[config.mk]
export PLATFORM = sky130hd
export DESIGN_NAME = demux_dispatcher
export DESIGN_NICKNAME = d
export VERILOG_FILES = /design/src/rtl/demux_dispatcher.sv
export SDC_FILE = /design/constraint.sdc
export NUM_CORES = 1
export LEC_CHECK = 0
export ABC_AREA = 0
export BUFFER_PORTS_ARGS = -buffer_cell sky130_fd_sc_hd__clkbuf_2
export CAP_MARGIN = 20
export CORE_ASPECT_RATIO = 0.5
export CORE_MARGIN = 2
export CORE_UTILIZATION = 35
export CTS_CLUSTER_SIZE = 12
export DETAILED_ROUTE_END_ITERATION = 16
export GPL_ROUTABILITY_DRIVEN = 0
export PLACE_DENSITY = 0.6
export SKIP_LAST_GASP = 1
export SLEW_MARGIN = 30
export SYNTH_ARGS = -nofsm -noshare
export SYNTH_HDL_FRONTEND = slang
export SYNTH_SLANG_ARGS = --single-unit
[constraint.sdc]
create_clock -name clk -period 2.1 [get_ports clk]
set_input_delay 0.315 -clock clk [delete_from_list [all_inputs] [get_ports clk]]
set_output_delay 0.315 -clock clk [all_outputs]
set_load 0.02 [all_outputs]
[src/rtl/demux_dispatcher.sv]
// Registered 1-to-2 stream dispatcher: each output has its own FIFO so a stalled sink never blocks the other.
// Optional per-output push counters (o1_cnt/o2_cnt) enabled by DEMUX_DISPATCHER_STATS_EN.

module demux_dispatcher_fifo #(
    parameter int WIDTH = 8,
    parameter int DEPTH = 4
) (
    input  logic             clk,
    input  logic             rst_n,
    input  logic             push,
    input  logic [WIDTH-1:0] wr_data,
    input  logic             rd_ready,
    output logic [WIDTH-1:0] rd_data,
    output logic             rd_valid,
    output logic             full
);
    localparam int AW = $clog2(DEPTH);
    localparam int CW = $clog2(DEPTH + 1);

    logic [DEPTH-1:0][WIDTH-1:0] mem;
    logic [AW-1:0]               rd_ptr, wr_ptr, rd_nxt;
    logic [CW-1:0]               cnt;
    logic [WIDTH-1:0]            head_q;
    logic                        pop;

    assign rd_nxt   = rd_ptr + 1'b1;
    assign pop      = rd_ready && (cnt != '0);
    assign full     = (cnt == CW'(DEPTH));
    assign rd_valid = (cnt != '0);
    assign rd_data  = head_q;

    // Head is kept in its own register so an empty FIFO still shows the last popped beat.
    always_ff @(posedge clk) begin
        if (!rst_n) begin
            rd_ptr <= '0;
            wr_ptr <= '0;
            cnt    <= '0;
            head_q <= '0;
        end else begin
            if (push) begin
                mem[wr_ptr] <= wr_data;
                wr_ptr      <= wr_ptr + 1'b1;
            end
            if (pop)
                rd_ptr <= rd_nxt;
            case ({push, pop})
                2'b10:   cnt <= cnt + CW'(1);
                2'b01:   cnt <= cnt - CW'(1);
                default: cnt <= cnt;
            endcase
            if (push && (cnt == '0 || (pop && cnt == CW'(1))))
                head_q <= wr_data;
            else if (pop && cnt > CW'(1))
                head_q <= mem[rd_nxt];
        end
    end
endmodule

module demux_dispatcher #(
    parameter int WIDTH = 8,
    parameter int DEPTH = 4
) (
    input  logic             clk,
    input  logic             rst_n,
    input  logic [WIDTH-1:0] in_data,
    input  logic             in_valid,
    input  logic             in_sel,
    output logic             in_ready,
    output logic [WIDTH-1:0] o1_data,
    output logic             o1_valid,
    input  logic             o1_ready,
    output logic [WIDTH-1:0] o2_data,
    output logic             o2_valid,
    input  logic             o2_ready,
`ifdef DEMUX_DISPATCHER_STATS_EN
    output logic [15:0]      o1_cnt,
    output logic [15:0]      o2_cnt,
`endif
    output logic             busy
);
    // Lane 0 feeds output 1 (sel=1), lane 1 feeds output 2 (sel=0).
    logic [1:0]            push, rd_ready, valid, full;
    logic [1:0][WIDTH-1:0] data;
    logic                  accept;

    assign in_ready    = in_sel ? ~full[0] : ~full[1];
    assign accept      = in_valid && in_ready;
    assign push        = {accept && !in_sel, accept && in_sel};
    assign rd_ready    = {o2_ready, o1_ready};

    genvar g;
    for (g = 0; g < 2; g++) begin : g_fifo
        demux_dispatcher_fifo #(.WIDTH(WIDTH), .DEPTH(DEPTH)) u_fifo (
            .clk      (clk),
            .rst_n    (rst_n),
            .push     (push[g]),
            .wr_data  (in_data),
            .rd_ready (rd_ready[g]),
            .rd_data  (data[g]),
            .rd_valid (valid[g]),
            .full     (full[g])
        );
    end

    assign o1_data  = data[0];
    assign o1_valid = valid[0];
    assign o2_data  = data[1];
    assign o2_valid = valid[1];
    assign busy     = |valid;

`ifdef DEMUX_DISPATCHER_STATS_EN
    always_ff @(posedge clk) begin
        if (!rst_n) begin
            o1_cnt <= '0;
            o2_cnt <= '0;
        end else begin
            if (push[0]) o1_cnt <= o1_cnt + 16'd1;
            if (push[1]) o2_cnt <= o2_cnt + 16'd1;
        end
    end
`endif
endmodule

==> qor.tcl <==
set qor(outcome) {finished, final reports clean}
set qor(totalWireLength_um) 7960
set qor(final-hold-violation-count) 0
set qor(chipWidth_um) 156
set qor(synth.yosys.seq_area_share_pct) 62.3
set qor(clock_skew_ps) 7.94
set qor(synth_top_area_cell) {edfxtp_1}
set qor(timing.setup.critical_path_class) {flip-flop to output port}
set qor(insertedDiodeCount) 0
set qor(critical_path_arrival_ps) 1700
set qor(yosys_register_bits) 94
set qor(timing.critical_path.slowest_cell_delay_ps) 310
set qor(grt_start_max_net_pins) 17
set qor(htree_levels) 3
set qor(start_util_pct) 36.3
set qor(mappedNetlistArea_um2) 4050
set qor(maxCapViolCount) 0
set qor(synth_top_cells_by_count) {edfxtp_1, o21ai_0, dfxtp_1, ha_1, nand3_1}
set qor(detailedPlacementHpwl_um) 5660
set qor(drc) 0
set qor(leakage_nw) 1.66
set qor(cts_made_buffers) 9
set qor(die_height_um) 80.1
set qor(number_of_nets_with_antenna_violations_after_detailed_routing) 0
set qor(cts-hold-fix-buffers) 0
set qor(tritoncts) {done}
set qor(drt-vias-per-instance) 5.09
set qor(powerDensity_nw_per_um2) 1170
set qor(syn2layout_area_growth_pct) 16.9
set qor(layout_min_cycle_time_ps) 2020
set qor(area_contributors_post_synth) {edfxtp_1, dfxtp_1, mux4_2, ha_1, o21ai_0}
set qor(dr_total_vias) 2432
set qor(finalCritPeriodShare_pct) 96.0
set qor(ioPinCount) 34
set qor(relSlewSlack_pct) 64.1
set qor(synth.yosys.warnings) 0
set qor(list_of_cells_traversed_by_the_critical_path) {inv_1, ha_4, or2b_1, or2_2, clkbuf_2}
set qor(worstMarginPinSlew_ps) 539
set qor(ys_dominant_reg_cell) {edfxtp_1}
set qor(nets) 360
set qor(detail_route.iter0.violations) 233
set qor(rows) 27
set qor(stdcell_count) 478
set qor(clock_sinks) 94
set qor(post_route_cells_drive_above_1_share_pct) 25.5
set qor(critical_path_peak_fanout) 7
set qor(synth-edff-count) 64
set qor(fin_setup_tns_ps) 0
set qor(crit_path_top_delay_cell) {dfxtp_1}
set qor(synth.distinct_cells) 29
set qor(place.port_buffers) 33
set qor(routed_wire_length_per_instance_um) 16.7
set qor(antenna_found_initial) 0
set qor(cts_root_buffer) {clkbuf_16}
set qor(placed_cell_area_um2) 4390
set qor(fmaxAchievable_ghz) 0.496
set qor(total_congestion_overflow) 0
set qor(core_area_um2) 11100
set qor(grt.total_usage_pct) 13.7
set qor(syn-num-nets) 320
set qor(rsz_0062_raised_after_global_routing) {no}
set qor(setup_viol) 0
set qor(yosysTopAreaCellShare_pct) 47.5
set qor(postCtsSetupBuffers) 0
set qor(endpoint_kind) {output port}
set qor(crit_path_start_kind) {flip-flop}
set qor(place.detailed.instances) 462
set qor(vdd.ir_drop.worst_uv) 354
set qor(synth-async-reset-ratio_pct) 0
set qor(ff2ff_setup_slack_ps) 190
set qor(drt-pass1-iter-count) 4
set qor(num-fill-cells) 1004
set qor(die_area_um2) 12500
set qor(timing.hold.worst.class) {primary input to flip-flop}
set qor(netlist_instances) 288
set qor(first_global_vias) 2418
set qor(final_area_um2) 4730
set qor(crit_required_ps) 1780
set qor(slew_violations) 0
set qor(synth_area_per_cell_um2) 14.1
set qor(clock_tree.buffer_depth) 2
set qor(clk_latency_ps) 340
set qor(grt_first_pass_wirelength_um) 12700
set qor(synth.most_common_cell) {edfxtp_1}
set qor(clkTransAtPathRegs_ps) 70
==> cells in the final DEF, fill, tap and decap left out, drive strengths merged, types with 6 or more instances in the layout <==
cell type / instances
buf: 10
mux4: 16
nand3: 18
ha: 18
dfxtp: 30
and3: 8
o21ai: 36
edfxtp: 64
inv: 14
xnor2: 10
and2: 8
a21oi: 6
clkbuf: 44
a31oi: 17
==> kinds of logic after synthesis <==
kind of cell    Yosys count  share of synthesized area, %
flops                    94                          62.3
simple gates             53                          7.23
xor+xnor                 10                          2.16
mux                      20                          9.89
buf+inv                  28                          3.34
fa+ha+maj                18                          5.56
compound gates           65                          9.52
==> flip-flops by register name (all words and copies together) (netlist names) <==
signal / flops
g_fifo.u_fifo.cnt: 6
g_fifo.u_fifo.wr_ptr: 4
g_fifo.u_fifo.rd_data: 16
g_fifo.u_fifo.rd_ptr: 4
g_fifo.u_fifo.mem: 64
==> power by group <==
group,internal [W],leakage (nW),switching [W]
clock network,0.00108,0.160,0.000658
logic,0.000623,0.671,0.000843
registers,0.00215,0.824,0.000167
==> timing repair <==
item,4_1_cts,5_1_grt
endpoints found under the setup margin,1,26
gates resized for setup,2,4
endpoints found under the hold margin,0,0
pin swaps,0,0
==> critical path, delay by kind of cell, from the launching register on <==
| kind | cells | cell delay, ps |
|---|---|---|
| adders and majority gates | 1 | 180 |
| buffers and inverters | 2 | 280 |
| DFF | 1 | 310 |
| and+or+nand+nor | 2 | 590 |
==> layer usage <==
metal  share of wire, %  track usage (%)  up-vias
li1                   -                -     1171
met1                 43             16.8     1171
met2                 48             22.1       74
met3                7.2             4.80       16
met4                1.6             5.96        0
met5                  0                0        -
==> final timing paths <==
path	from	endpoint	cells past startpoint
max	g_fifo[0].u_fifo.cnt[0]	busy	5
min	in_data[1]	g_fifo[0].u_fifo.mem[17]	1
max reg2reg	g_fifo[1].u_fifo.cnt[1]	g_fifo[1].u_fifo.cnt[2]	6
min reg2reg	g_fifo[0].u_fifo.rd_data[0]	g_fifo[0].u_fifo.rd_data[0]	2
==> final cells by class <==
class | count | area, um2 | share of cell area [%]
sequential | 94 | 2520 | 53.3
multi-input combinational | 166 | 1410 | 29.8
clock buffer | 11 | 243 | 5.13
timing repair buffer | 43 | 240 | 5.08
tap | 145 | 181 | 3.83
clock inverter | 5 | 82.6 | 1.74
inverter | 14 | 52.6 | 1.11
==> stage by stage <==
stage,hold slack (ps),total power [W],util [%],setup WS (ps)
after global routing,356,0.00581,42.5,10.9
after detailed placement,483,0.00379,39.4,60.5
after floorplan,414,0.00336,-,27.6
final,347,0.00552,42.5,84.9
after global placement,483,0.00373,39.4,191
after CTS,336,0.00556,42.4,38.8
(Power assumes the default switching activity.)
